[config.mk]
export PLATFORM = sky130hd
export DESIGN_NAME = adpll_lock_detector
export DESIGN_NICKNAME = d
export VERILOG_FILES = /design/src/rtl/adpll_lock_detector.sv
export SDC_FILE = /design/constraint.sdc
export NUM_CORES = 1
export LEC_CHECK = 0
export CORE_MARGIN = 3
export CORE_UTILIZATION = 39
export CTS_CLUSTER_DIAMETER = 120
export CTS_CLUSTER_SIZE = 28
export DETAILED_ROUTE_END_ITERATION = 7
export GPL_TIMING_DRIVEN = 1
export PLACE_DENSITY = 0.74
export REMOVE_ABC_BUFFERS = 1
export SETUP_SLACK_MARGIN = 0.05
export SLEW_MARGIN = 20
export SYNTH_ARGS = -nofsm -noshare
export SYNTH_HDL_FRONTEND = slang
export SYNTH_SLANG_ARGS = --single-unit
export TNS_END_PERCENT = 5
[constraint.sdc]
create_clock -name fpga_clk_i -period 2.4 [get_ports fpga_clk_i]
set_input_delay 0.72 -clock fpga_clk_i [delete_from_list [all_inputs] [get_ports fpga_clk_i]]
set_output_delay 0.72 -clock fpga_clk_i [all_outputs]
set_load 0.005 [all_outputs]
[src/rtl/adpll_lock_detector.sv]
// ADPLL lock monitor: samples the phase error on each generated-clock rising edge
// and runs a four-state lock FSM with separate acquire and release thresholds.
module adpll_lock_detector #(
    parameter int PDET_WIDTH   = 8,
    parameter int DCO_CC_WIDTH = 9,
    parameter int LOCK_TOL     = 2,
    parameter int UNLOCK_TOL   = 4,
    parameter int LOCK_COUNT   = 16,
    parameter int UNLOCK_COUNT = 4,
    parameter int CNT_WIDTH    = 8
) (
    input  logic                    fpga_clk_i,
    input  logic                    reset_i,
    input  logic                    enable_i,
    input  logic                    gen_clk_i,
    input  logic [PDET_WIDTH-1:0]   error_i,
    input  logic [DCO_CC_WIDTH-1:0] dco_cc_i,
    output logic                    locked_o,
    output logic                    lock_lost_o,
    output logic [1:0]              state_o,
    output logic [CNT_WIDTH-1:0]    sample_cnt_o,
    output logic [DCO_CC_WIDTH-1:0] dco_cc_lock_o
);

    localparam int MAG_W = PDET_WIDTH + 1;

    localparam logic [1:0] ST_UNLOCKED = 2'd0;
    localparam logic [1:0] ST_ACQUIRE  = 2'd1;
    localparam logic [1:0] ST_LOCKED   = 2'd2;
    localparam logic [1:0] ST_HOLDOVER = 2'd3;

    localparam logic [MAG_W-1:0]     LOCK_TOL_C   = MAG_W'(LOCK_TOL);
    localparam logic [MAG_W-1:0]     UNLOCK_TOL_C = MAG_W'(UNLOCK_TOL);
    localparam logic [CNT_WIDTH-1:0] LOCK_CNT_C   = CNT_WIDTH'(LOCK_COUNT);
    localparam logic [CNT_WIDTH-1:0] UNLOCK_CNT_C = CNT_WIDTH'(UNLOCK_COUNT);
    localparam logic [CNT_WIDTH-1:0] CNT_ONE      = CNT_WIDTH'(1);

    logic                    gen_q, gen_d;
    logic [1:0]              state_q, state_d;
    logic [CNT_WIDTH-1:0]    cnt_q, cnt_d;
    logic                    locked_q, locked_d;
    logic                    lost_q, lost_d;
    logic [DCO_CC_WIDTH-1:0] dco_q, dco_d;

    logic                    strobe;
    logic [MAG_W-1:0]        err_ext;
    logic [MAG_W-1:0]        err_mag;
    logic                    good;
    logic                    bad;
    logic [CNT_WIDTH-1:0]    cnt_inc;
    logic                    capture;

    assign gen_d  = gen_clk_i;
    assign strobe = gen_clk_i & ~gen_q;

    // One extra bit keeps |most negative error| from wrapping to itself.
    assign err_ext = {error_i[PDET_WIDTH-1], error_i};
    assign err_mag = err_ext[MAG_W-1] ? (~err_ext + MAG_W'(1)) : err_ext;
    assign good    = (err_mag <= LOCK_TOL_C);
    assign bad     = (err_mag >  UNLOCK_TOL_C);

    assign cnt_inc = (&cnt_q) ? cnt_q : (cnt_q + CNT_ONE);

    always_comb begin
        state_d = state_q;
        cnt_d   = cnt_q;
        capture = 1'b0;
        if (!enable_i) begin
            state_d = ST_UNLOCKED;
            cnt_d   = '0;
        end else if (strobe) begin
            case (state_q)
                ST_UNLOCKED: begin
                    if (good) begin
                        if (LOCK_CNT_C == CNT_ONE) begin
                            state_d = ST_LOCKED;
                            cnt_d   = '0;
                            capture = 1'b1;
                        end else begin
                            state_d = ST_ACQUIRE;
                            cnt_d   = CNT_ONE;
                        end
                    end else begin
                        cnt_d = '0;
                    end
                end
                ST_ACQUIRE: begin
                    if (good) begin
                        if (cnt_inc == LOCK_CNT_C) begin
                            state_d = ST_LOCKED;
                            cnt_d   = '0;
                            capture = 1'b1;
                        end else begin
                            cnt_d = cnt_inc;
                        end
                    end else begin
                        state_d = ST_UNLOCKED;
                        cnt_d   = '0;
                    end
                end
                ST_LOCKED: begin
                    if (bad) begin
                        if (UNLOCK_CNT_C == CNT_ONE) begin
                            state_d = ST_UNLOCKED;
                            cnt_d   = '0;
                        end else begin
                            state_d = ST_HOLDOVER;
                            cnt_d   = CNT_ONE;
                        end
                    end else begin
                        cnt_d = '0;
                    end
                end
                ST_HOLDOVER: begin
                    if (bad) begin
                        if (cnt_inc == UNLOCK_CNT_C) begin
                            state_d = ST_UNLOCKED;
                            cnt_d   = '0;
                        end else begin
                            cnt_d = cnt_inc;
                        end
                    end else begin
                        state_d = ST_LOCKED;
                        cnt_d   = '0;
                    end
                end
                default: begin
                    state_d = ST_UNLOCKED;
                    cnt_d   = '0;
                end
            endcase
        end
    end

    // Any exit from the locked pair, including a disable, is a loss of lock.
    always_comb begin
        locked_d = (state_d == ST_LOCKED) || (state_d == ST_HOLDOVER);
        lost_d   = locked_q & ~locked_d;
        dco_d    = capture ? dco_cc_i : dco_q;
    end

    always_ff @(posedge fpga_clk_i or negedge reset_i) begin
        if (!reset_i) begin
            gen_q    <= 1'b1;
            state_q  <= ST_UNLOCKED;
            cnt_q    <= '0;
            locked_q <= 1'b0;
            lost_q   <= 1'b0;
            dco_q    <= '0;
        end else begin
            gen_q    <= gen_d;
            state_q  <= state_d;
            cnt_q    <= cnt_d;
            locked_q <= locked_d;
            lost_q   <= lost_d;
            dco_q    <= dco_d;
        end
    end

    assign locked_o      = locked_q;
    assign lock_lost_o   = lost_q;
    assign state_o       = state_q;
    assign sample_cnt_o  = cnt_q;
    assign dco_cc_lock_o = dco_q;

endmodule

=== Word level (Yosys, flattened, before mapping) ===
Cells that the tools add are included.

* Register bits after elaboration: 22
* Input port bits: 21
* Output and inout port bits: 21
* Logic and storage cells: 51

* $add $sub $neg: 2
* Order comparisons: 2
* Eq/ne operators: 8
* Mux-type cells: 25
* Bitwise operators: 5
* Reductions and logical operators: 3

{| class="wikitable"
|+ Operators with widths
! kind !! number
|-
| 8-bit two-way mux || 7
|-
| 8-bit one-hot mux with 4 select lines || 1
|-
| 2-bit two-way mux || 8
|-
| 9-bit by 1-bit adder with 9-bit output (second input constant) || 1
|-
| 9-bit by 3-bit greater-than comparator with 1-bit output (second input constant) || 1
|-
| 9-bit by 2-bit less-or-equal comparator with 1-bit output (second input constant) || 1
|-
| 9-bit two-way mux || 1
|-
| 9-bit inverter || 1
|-
| 8-bit by 1-bit adder with 8-bit output (second input constant) || 1
|-
| 2-bit equality test (second input constant) || 4
|-
| 8-bit by 3-bit equality test with 1-bit output (second input constant) || 1
|-
| 8-bit by 5-bit equality test with 1-bit output (second input constant) || 1
|-
| 2-bit one-hot mux with 4 select lines || 1
|-
| 8-bit AND reduction || 1
|-
| 1-bit two-way mux || 7
|-
| 1-bit AND || 2
|-
| 2-bit by 1-bit equality test with 1-bit output (second input constant) || 1
|-
| 2-bit logical NOT || 1
|-
| 2-bit by 1-bit inequality test with 1-bit output (second input constant) || 1
|-
| 1-bit inverter || 2
|-
| 1-bit logical OR || 1
|}

=== Depth between registers and ports, before layout ===
Gate-level depths: netlist (run 1).

* Word-level depth: 12
* Gate-level depth with buffers: 10
* Gate-level depth less buffers: 9

=== Worst setup path after synthesis (run 1) ===
No wires, ideal clock.

* Path kind: input -> register
* Start point: input port error_i[0]
* End point: register dco_q[0] (netlist: dco_cc_lock_o[0])
* Setup time: 0.125 ns
* Arrival time: 2.304 ns
* Data required time: 2.275 ns
* Slack: -0.030 ns
* Cell stages on the path: 9
* Path buffers: 1
* Cell sequence: inv_1 -> ha_1 -> nand2_1 -> o21ai_0 -> a221oi_1 -> and4_4 -> and3_4 -> buf_12 -> mux2_4

* Longest elaborated chain between the ends: 8

{| class="wikitable"
|+ Ends and longest elaborated chain
! element !! line !! text
|-
| start, declared || 16 || <nowiki>input logic [PDET_WIDTH-1:0] error_i,</nowiki>
|-
| 9-bit inverter || 58 || <nowiki>assign err_mag = err_ext[MAG_W-1] ? (~err_ext + MAG_W'(1)) : err_ext;</nowiki>
|-
| 9-bit by 1-bit adder with 9-bit output || 58 ||
|-
| 9-bit two-way mux (*) || 58 ||
|-
| 9-bit by 2-bit less-or-equal comparator with 1-bit output (*) || 59 || <nowiki>assign good = (err_mag <= LOCK_TOL_C);</nowiki>
|-
| 1-bit two-way mux (*) || 88 || <nowiki>if (good) begin</nowiki>
|-
| 1-bit two-way mux (*) || 72 || <nowiki>case (state_q)</nowiki>
|-
| 1-bit two-way mux (*) || 71 || <nowiki>end else if (strobe) begin</nowiki>
|-
| 1-bit two-way mux (*) || 68 || <nowiki>if (!enable_i) begin</nowiki>
|-
| end signal, assigned || 156 || <nowiki>dco_q <= dco_d;</nowiki>
|-
| end, declared || 43 || <nowiki>logic [DCO_CC_WIDTH-1:0] dco_q, dco_d;</nowiki>
|}

Mark *: on every way between the ends. The rest lies on a longest branch, timed or not.
A chain may end at the register's enable or synchronous reset.

=== Worst setup path after layout (run 1) ===
* Start point: input port error_i[5]
* End point: register cnt_q[4] (netlist: sample_cnt_o[4])

* Longest elaborated chain between the ends: 8
* Elaborated cells between the ends (all ways): 10
* Classes of those cells: add/sub: 1; order compare: 2; mux: 6; bitwise: 1

{| class="wikitable"
|+ Ends and longest elaborated chain
! element !! line !! text
|-
| 9-bit inverter || 58 ||
|-
| 9-bit by 1-bit adder with 9-bit output || 58 ||
|-
| 9-bit two-way mux (*) || 58 ||
|-
| 9-bit by 3-bit greater-than comparator with 1-bit output / 9-bit by 2-bit less-or-equal comparator with 1-bit output (equally long branches) || 60, 59 ||
|-
| 8-bit two-way mux (on tied branches) || 115, 88 ||
|-
| 8-bit one-hot mux with 4 select lines (*) || 72 ||
|-
| 8-bit two-way mux (*) || 71 ||
|-
| 8-bit two-way mux (*) || 68 ||
|-
| end signal, assigned || 153 || <nowiki>cnt_q <= cnt_d;</nowiki>
|-
| end, declared || 40 || <nowiki>logic [CNT_WIDTH-1:0] cnt_q, cnt_d;</nowiki>
|}

Mark *: on every way between the ends. The rest lies on a longest branch, timed or not. The select of a mux whose other input is x is not followed.

==> results.py, run 1 <==
metrics = {
    "run_status": {
        "status": "finished clean",
    },
    "worst_setup_path": {
        "endpoint_kind": "flip-flop",
        "path_class": "in2reg",
        "slowest_stage": "clkdlybuf4s50_1",
        "r2r-end": "lock_lost_o",
        "cp_cell_sequence": "clkdlybuf4s50_1, nor3_1, a211o_2, and4_4, buf_4, and3b_2, a31oi_1, o21ai_0",
        "r2r_slack_ns": 0.12,
        "critPathTopFamily": "compound AO/OA/AOI/OAI gates",
        "slowest_delay_ns": 0.50,
        "arrival_ns": 2.47,
        "cp-start-kind": "input pin",
        "ff2ff_path_depth": 9,
        "path_max_fanout": 3,
        "reg2reg_from": "sample_cnt_o[1]",
        "required_ns": 2.54,
        "crit_buf_inv": 2,
    },
    "die": {
        "start_util_pct": 42.53,
        "coreArea_um2": 3495,
        "ioPinCount": 42,
        "die_h_um": 67.74,
        "fp.dieW_um": 67.74,
        "die_area_um2": 4588,
        "rows": 21,
    },
    "hold_path": {
        "hold_path_end": "lock_lost_o",
        "hold_class": "reg2reg",
        "min-delay-start": "locked_o",
        "hold_path_depth": 2,
    },
    "logic_synthesis": {
        "synth_ff_type": "dfrtp_1",
        "ys_seq_area_share_pct": 37.12,
        "syn_area_um2": 1486,
        "async_reset_ff_share_pct": 100.0,
        "synth_cell_types": 54,
        "synth_edf_count": 0,
        "synth_top_area_share_pct": 35.35,
        "synthCells": 149,
        "synth_seq_cells": 22,
        "ys_top_cells_by_area": "dfrtp_1 35%, mux2_4 8.1%, nor3_1 3.4%",
        "syn-mean-instance-area_um2": 9.976,
        "yosysWarnings": 0,
        "synth_largest_area_cell": "dfrtp_1",
    },
    "route": {
        "route.vias.total": 1443,
        "remaining_drc_errors": 0,
        "wl_per_cell_um": 15.72,
        "initialDrtViolationCount": 110,
        "final_antenna_net_count": 0,
        "wirelength_um": 4055,
        "vias_per_cell": 5.593,
        "firstDrtPassIters": 5,
    },
    "timing": {
        "setup_viol": 0,
        "timing.final.crit_period_ns": 2.332,
        "final_max_slew_viol_count": 0,
        "setup_ws_ns": 0.06792,
        "worst_pin_slew_ns": 0.3866,
        "fin_worst_skew_ns": 0.005841,
        "final.setup.tns_ns": 0,
        "hold_viol_final": 0,
        "relSlewSlack_pct": 74.15,
        "timing.fmax_ghz": 0.4288,
        "rsz0062_at_grt": "yes",
        "timing.final.crit_share_pct": 97.17,
    },
    "final_layout": {
        "stdcell_area_um2": 2193,
        "syn_to_final_growth_pct": 47.56,
        "fin_nets": 236,
        "final_common_cell": "clkdlybuf4s50_1",
        "num-fill-cells": 281,
        "mostFrequentLayoutCells": "35 x clkdlybuf4s50_1, 21 x dfrtp_1, 19 x buf_4",
        "layout-drive-gt1-share_pct": 31.13,
        "n_antenna_cell": 0,
    },
    "place": {
        "place_hpwl_um": 2987,
        "place_ws_ns": -0.6714,
        "io_buffers": 41,
        "place_area_um2": 2032,
        "gp_congestion": 0.8293,
    },
    "clocking": {
        "clock_latency_ns": 0.26,
        "cts_buffer_depth": 2,
        "cts_tree": "yes",
        "ctsHoldBuffers": 0,
        "numClockSinks": 22,
        "htreeDepth": 1,
        "cts-root-buf": "clkbuf_8",
        "cts_buffers": 3,
        "clkTransAtPathRegs_ns": 0.08,
    },
    "global_route": {
        "grt_start_max_net_pins": 23,
        "grt_util_all_layers_pct": 18.49,
        "grt_first_pass_wirelength_um": 6617,
        "grt_pass1_vias": 1442,
        "antenna_found_initial": 0,
        "overflow": 0,
    },
    "pwr": {
        "p_per_area_nw_per_um2": 332.3,
        "vdd_drop_max_v": 0.0002323,
        "leakagePower_nw": 0.9133,
    },
    "run": {
        "drv_cap": 0,
    },
}
worst max path at each step:
stage	start	endpoint	slack, ns	cells after the start
after CTS	error_i[2]	dco_cc_lock_o[5]	0.02	7
after detailed placement	error_i[0]	dco_cc_lock_o[8]	-0.67	9
after floorplan	error_i[0]	dco_cc_lock_o[8]	-0.04	8
final	error_i[5]	sample_cnt_o[4]	0.07	8
after global routing	error_i[1]	sample_cnt_o[4]	-0.03	10
after global placement	error_i[0]	dco_cc_lock_o[8]	-0.61	9
synth_stat cells, drive strengths merged (2+ instances only):
cell / number
nor4: 2
nand3: 8
a21o: 2
buf: 5
nand2b: 3
nor2b: 2
a21oi: 8
a31o: 3
nand2: 8
nand4: 7
and4: 2
and3: 4
clkbuf: 2
and2: 2
ha: 2
o21ai: 6
nor3: 12
dfrtp: 21
nor2: 8
inv: 6
mux2: 9
nor4b: 2
a31oi: 2
o21a: 4
logic make-up (layout without fill, tap and decap cells):
kind of cell,count (synthesis),in the layout,share of synthesized area (%)
flops,22,22,37.12
fa+ha+maj,2,2,1.683
simple gates,65,66,26.85
xor+xnor,2,2,1.179
compound gates,35,35,17.26
mux,10,10,9.512
buf+inv,13,75,6.397
worst reg2reg max path, cell delays in order, from the launching register on:
cell,delay (ns)
dfrtp_1,0.36
ha_1,0.29
and4_1,0.27
nor3_1,0.07
o32ai_1,0.41
nor2_1,0.16
and3_4,0.24
buf_4,0.14
a31o_4,0.20
nor2_2,0.07
flip-flops by register name (all words and copies together) (netlist names):
name / count
dco_cc_lock_o: 9
lock_lost_o: 1
locked_o: 1
sample_cnt_o: 8
state_o: 2
gen_q: 1
stage by stage:
| stage | power [mW] | std cells | utilization, % | hold WS, ns |
|---|---|---|---|---|
| CTS | 0.7223 | 256 | 61.15 | 0.5189 |
| finish | 0.7289 | 258 | 62.76 | 0.5152 |
| global placement | 0.4811 | 249 | 58.15 | 0.4954 |
| floorplan | 0.4108 | 142 | - | 0.4244 |
| detailed placement | 0.4857 | 249 | 58.15 | 0.5023 |
| global route | 0.7583 | 258 | 62.76 | 0.5309 |
routing by layer:
metal  track usage [%]  vias up  share of wire, %
met3             3.161        4               4.5
met2             33.29       37                53
met1             23.33      710                42
li1                  -      692                 -
met5                 0        -                 0
met4             2.785        0              0.67
area by class of cell:
class                           instances  area [um2]  share of cell area [%]
Sequential cell                        22       551.8                   25.16
Tap cell                               46       57.56                   2.624
Timing Repair Buffer                   65       596.8                   27.21
Multi-Input combinational cell        115       919.6                   41.93
Clock buffer                            4       45.04                   2.054
Inverter                                6       22.52                   1.027
repair_timing:
item,in CTS,in global routing
gates cloned,1,0
setup endpoints to repair,21,20
buffers inserted,2,2
pin swaps,6,12
resized for setup,21,13
power by group:
part / leakage, nW / total [mW] / switching (mW) / internal [mW]
registers: 0.304 / 0.373 / 0.000667 / 0.372
logic: 0.587 / 0.120 / 0.0546 / 0.0655
clock network: 0.0228 / 0.236 / 0.118 / 0.118
(Power assumes the default switching activity.)
==> inputs of run 2 (changes only) <==
PLACE_DENSITY = unset   (was 0.74)
PLACE_DENSITY_LB_ADDON = 0.25   (was unset)
==> results.py, run 2 (synthesized netlist as in run 1, its figures left out) <==
metrics = {
    "run_status": {
        "status": "finished clean",
    },
    "hold_path": {
        "min-delay-start": "locked_o",
        "hold_class": "reg2reg",
        "hold_path_end": "lock_lost_o",
        "hold_path_depth": 2,
    },
    "timing": {
        "hold_viol_final": 0,
        "timing.hold.ws_ns": 0.5085,
        "setup_ws_ns": 0.09262,
        "fin_worst_skew_ns": 0.007340,
        "final.setup.tns_ns": 0,
        "rsz0062_at_grt": "yes",
        "worst_pin_slew_ns": 0.3463,
        "setup_viol": 0,
        "timing.final.crit_period_ns": 2.307,
        "final_max_slew_viol_count": 0,
        "timing.final.crit_share_pct": 96.14,
        "timing.fmax_ghz": 0.4334,
        "relSlewSlack_pct": 76.59,
    },
    "worst_setup_path": {
        "arrival_ns": 2.45,
        "required_ns": 2.54,
        "cp-start-kind": "input pin",
        "path_max_fanout": 6,
        "r2r_slack_ns": 0.18,
        "path_class": "in2reg",
        "endpoint_kind": "flip-flop",
        "reg2reg_from": "sample_cnt_o[0]",
        "ff2ff_path_depth": 7,
        "r2r-end": "dco_cc_lock_o[1]",
    },
    "route": {
        "wl_met3_um": 257,
        "final_antenna_net_count": 0,
        "wirelength_um": 3958,
        "route.vias.total": 1446,
        "wl_per_cell_um": 15.46,
        "top_layer": "met4",
        "remaining_drc_errors": 0,
        "vias_per_cell": 5.648,
        "initialDrtViolationCount": 76,
        "m1WireLength_um": 1570,
        "firstDrtPassIters": 4,
        "wl_met2_um": 2067,
    },
    "global_route": {
        "grt_pass1_vias": 1427,
        "antenna_found_initial": 0,
        "overflow": 0,
        "grt_start_max_net_pins": 23,
        "grt_first_pass_wirelength_um": 6444,
        "grt_util_all_layers_pct": 18.13,
    },
    "final_layout": {
        "fin_nets": 234,
        "n_antenna_cell": 0,
        "fin_util_pct": 62.87,
        "stdcell_area_um2": 2197,
        "layout-drive-gt1-share_pct": 31.43,
        "syn_to_final_growth_pct": 47.81,
        "instances_no_fill": 256,
        "mostFrequentLayoutCells": "35 x clkdlybuf4s50_1, 21 x dfrtp_1, 19 x buf_4",
        "final_common_cell": "clkdlybuf4s50_1",
        "largest_register_ffs": 9,
    },
    "pwr": {
        "total_power_mw": 0.8366,
        "vdd_drop_max_v": 0.0001876,
        "p_int_mw": 0.6593,
        "clkPwrFrac_pct": 41.3,
        "leakagePower_nw": 0.9088,
        "p_per_area_nw_per_um2": 380.8,
        "p_seq_share_pct": 44.6,
        "switching_share_pct": 21.19,
        "p_sw_mw": 0.1773,
        "power_frac_comb_pct": 14.2,
    },
    "run": {
        "drv_cap": 0,
    },
    "clocking": {
        "cts_buffer_depth": 2,
        "clock_latency_ns": 0.26,
        "clkTransAtPathRegs_ns": 0.09,
        "cts-root-buf": "clkbuf_8",
        "numClockSinks": 22,
        "htreeDepth": 1,
        "cts_tree": "yes",
        "cts_buffers": 3,
    },
    "place": {
        "place_ws_ns": -0.6397,
        "io_buffers": 41,
        "place_hpwl_um": 2784,
        "place_area_um2": 2024,
        "gp_congestion": 0.8847,
        "placed_cells": 248,
    },
    "die": {
        "start_util_pct": 42.53,
        "fp.dieW_um": 67.74,
        "die_area_um2": 4588,
        "rows": 21,
        "die_h_um": 67.74,
        "ioPinCount": 42,
        "coreArea_um2": 3495,
    },
}
run 2: cell type report:
| type | instances | area, um2 |
|---|---|---|
| Sequential cell | 22 | 551.8 |
| Inverter | 6 | 22.52 |
| Fill cell | 278 | 1297 |
| Tap cell | 46 | 57.56 |
| Clock buffer | 3 | 41.29 |
| Multi-Input combinational cell | 115 | 919.6 |
| Clock inverter | 1 | 30.03 |
| Timing Repair Buffer | 63 | 574.3 |
run 2: how the worst max path moves through the flow:
stage / endpoint / from / slack [ns] / cells after the start
after CTS: dco_cc_lock_o[1] / error_i[0] / 0.04 / 8
final: sample_cnt_o[5] / error_i[6] / 0.09 / 8
after global routing: sample_cnt_o[2] / error_i[6] / -0.02 / 8
after floorplan: dco_cc_lock_o[8] / error_i[0] / -0.04 / 8
after detailed placement: dco_cc_lock_o[8] / error_i[0] / -0.64 / 9
after global placement: dco_cc_lock_o[8] / error_i[0] / -0.60 / 9
run 2: power by group through the flow:
stage               sequential (mW)  clock (mW)  combinational (mW)
global route                  0.373       0.369               0.129
floorplan                     0.380           0              0.0307
CTS                           0.373       0.353               0.115
detailed placement            0.380           0               0.106
finish                        0.373       0.345               0.118
global placement              0.380           0               0.101
run 2: per-layer routing:
layer / up-vias / track usage (%)
met5: - / 0
met4: 0 / 5.316
met3: 8 / 2.329
met2: 64 / 33.05
met1: 686 / 21.92
li1: 688 / -
run 2: critical path, stage by stage:
cell	delay, ns
clkdlybuf4s50_1	0.50
nor3_1	0.06
a211o_2	0.34
buf_4	0.14
a31o_2	0.23
and3_4	0.21
a41oi_2	0.19
a21oi_1	0.05
run 2: what timing repair did:
item                                    CTS  global route
pin swaps                                 7             6
endpoints found under the hold margin     0             0
setup buffers                             2             1
cloned                                    1             0
gates resized for setup                  24             8
endpoints found under the setup margin   21            20
hold buffers                              0             0
==> inputs of run 3 (changes only) <==
clock period = 2.02 ns   (was 2.4 ns; I/O delays follow)
==> results.py, run 3 (synthesized netlist as in run 1, its figures left out) <==
metrics = {
    "clocking": {
        "cts_buffer_depth": 2,
        "cts-root-buf": "clkbuf_8",
        "clkTransAtPathRegs_ns": 0.08,
        "cts_buffers": 3,
        "ctsHoldBuffers": 0,
        "cts_tree": "yes",
        "htreeDepth": 1,
        "numClockSinks": 22,
        "clock_latency_ns": 0.27,
    },
    "route": {
        "vias_per_cell": 5.581,
        "wl_per_cell_um": 15.80,
        "initialDrtViolationCount": 32,
        "wirelength_um": 4187,
        "route.vias.total": 1479,
        "firstDrtPassIters": 4,
        "final_antenna_net_count": 0,
        "remaining_drc_errors": 0,
    },
    "worst_setup_path": {
        "slowest_stage": "dfrtp_1",
        "path_class": "reg2reg",
        "endpoint_kind": "flip-flop",
        "required_ns": 2.18,
        "path_max_fanout": 5,
        "cp_cell_sequence": "ha_4, nand4bb_1, nor4_2, o32ai_2, nor2_2, and3_4, mux2_4",
        "cp-start-kind": "flip-flop",
        "slowest_delay_ns": 0.44,
        "arrival_ns": 2.33,
    },
    "global_route": {
        "antenna_found_initial": 0,
        "overflow": 0,
        "grt_start_max_net_pins": 23,
        "grt_first_pass_wirelength_um": 6534,
        "grt_util_all_layers_pct": 18.65,
        "grt_pass1_vias": 1431,
    },
    "timing": {
        "timing.final.crit_period_ns": 2.174,
        "timing.final.crit_share_pct": 107.6,
        "setup_ws_ns": -0.1535,
        "setup_viol": 19,
        "relSlewSlack_pct": 74.70,
        "hold_viol_final": 0,
        "timing.fmax_ghz": 0.4601,
        "fin_worst_skew_ns": 0.001682,
        "worst_pin_slew_ns": 0.3795,
        "final_max_slew_viol_count": 0,
        "rsz0062_at_grt": "yes",
    },
    "die": {
        "coreArea_um2": 3495,
        "fp.dieW_um": 67.74,
        "start_util_pct": 42.53,
        "die_h_um": 67.74,
        "rows": 21,
        "ioPinCount": 42,
        "die_area_um2": 4588,
    },
    "final_layout": {
        "layout-drive-gt1-share_pct": 37.44,
        "fin_util_pct": 65.88,
        "mostFrequentLayoutCells": "32 x clkdlybuf4s50_1, 27 x buf_4, 20 x dfrtp_1",
        "syn_to_final_growth_pct": 54.88,
        "n_antenna_cell": 0,
        "largest_register_ffs": 9,
        "fin_nets": 243,
        "num-fill-cells": 273,
        "final_common_cell": "clkdlybuf4s50_1",
    },
    "place": {
        "io_buffers": 41,
        "place_hpwl_um": 2983,
        "gp_congestion": 0.9214,
    },
    "run_status": {
        "status": "finished, violations left",
        "failed_checks": "negative setup slack",
    },
    "pwr": {
        "p_per_area_nw_per_um2": 433.0,
        "leakagePower_nw": 0.9792,
        "vdd_drop_max_v": 0.0002007,
        "total_power_mw": 0.9968,
    },
    "run": {
        "drv_cap": 0,
    },
    "hold_path": {
        "hold_class": "reg2reg",
    },
}
==> run 3: cell count changes in the layout (fill, tap and decap cells not counted), moves of 3 or more <==
cell	previous run	this run
o21ai_1	0	4
buf_4	19	27
clkdlybuf4s50_1	35	32
o21ai_0	6	2
==> run 3: per-layer routing <==
metal	track usage (%)	vias to the layer above	part of all wire (%)
li1	-	706	-
met1	21.81	715	42
met2	35.60	48	52
met3	1.498	10	5.1
met4	5.316	0	1.7
met5	0	-	0
==> run 3: cell type report <==
type / instances / area, um2 / area share (%)
Multi-Input combinational cell: 115 / 952.2 / 41.36
Timing Repair Buffer: 72 / 645.6 / 28.04
Inverter: 6 / 22.52 / 0.9783
Clock inverter: 1 / 30.03 / 1.304
Clock buffer: 3 / 41.29 / 1.793
Tap cell: 46 / 57.56 / 2.500
Sequential cell: 22 / 553.0 / 24.02
==> run 3: repair_timing <==
item	4_1_cts	5_1_grt
setup endpoints to repair	21	25
gates resized for setup	45	5
pin swaps	19	6
setup buffers	2	1
cloned	1	0
==> run 3: critical path: cells and delay by family, from the launching register on <==
family	cells	cell delay, ns
and+or+nand+nor	4	0.88
DFF	1	0.44
AOI/OAI and AO/OA	1	0.16
adders and majority gates	1	0.27
muxes	1	0.32
==> run 3: final timing paths <==
path	start	end	slack (ns)	cells past startpoint
min in group asynchronous	reset_i	sample_cnt_o[3]	0.68	2
max	sample_cnt_o[0]	dco_cc_lock_o[1]	-0.15	7
max reg2reg	sample_cnt_o[0]	dco_cc_lock_o[1]	-0.15	7
min reg2reg	locked_o	lock_lost_o	0.51	2
min	locked_o	lock_lost_o	0.51	2
max in group asynchronous	reset_i	gen_q	1.06	2
==> run 3: metrics by stage <==
step / instance area [um2] / instances / hold WS (ns) / setup WS (ns) / setup TNS [ns]
after floorplan: 1414 / 142 / 0.3104 / -0.3108 / -2.955
after detailed placement: 2092 / 257 / 0.4956 / -0.9579 / -17.51
after global placement: 2092 / 257 / 0.4916 / -0.8651 / -15.80
final: 2302 / 265 / 0.5052 / -0.1535 / -2.209
after CTS: 2287 / 264 / 0.5035 / -0.1537 / -1.798
after global routing: 2302 / 265 / 0.5380 / -0.2523 / -3.725
==> run 3: power breakdown <==
| part | internal, mW | total (mW) | leakage [nW] | switching (mW) |
|---|---|---|---|---|
| registers | 0.442 | 0.443 | 0.302 | 0.000923 |
| clock network | 0.265 | 0.418 | 0.0357 | 0.154 |
| logic | 0.0733 | 0.135 | 0.641 | 0.0621 |
| total | 0.780 | 0.997 | 0.979 | 0.216 |
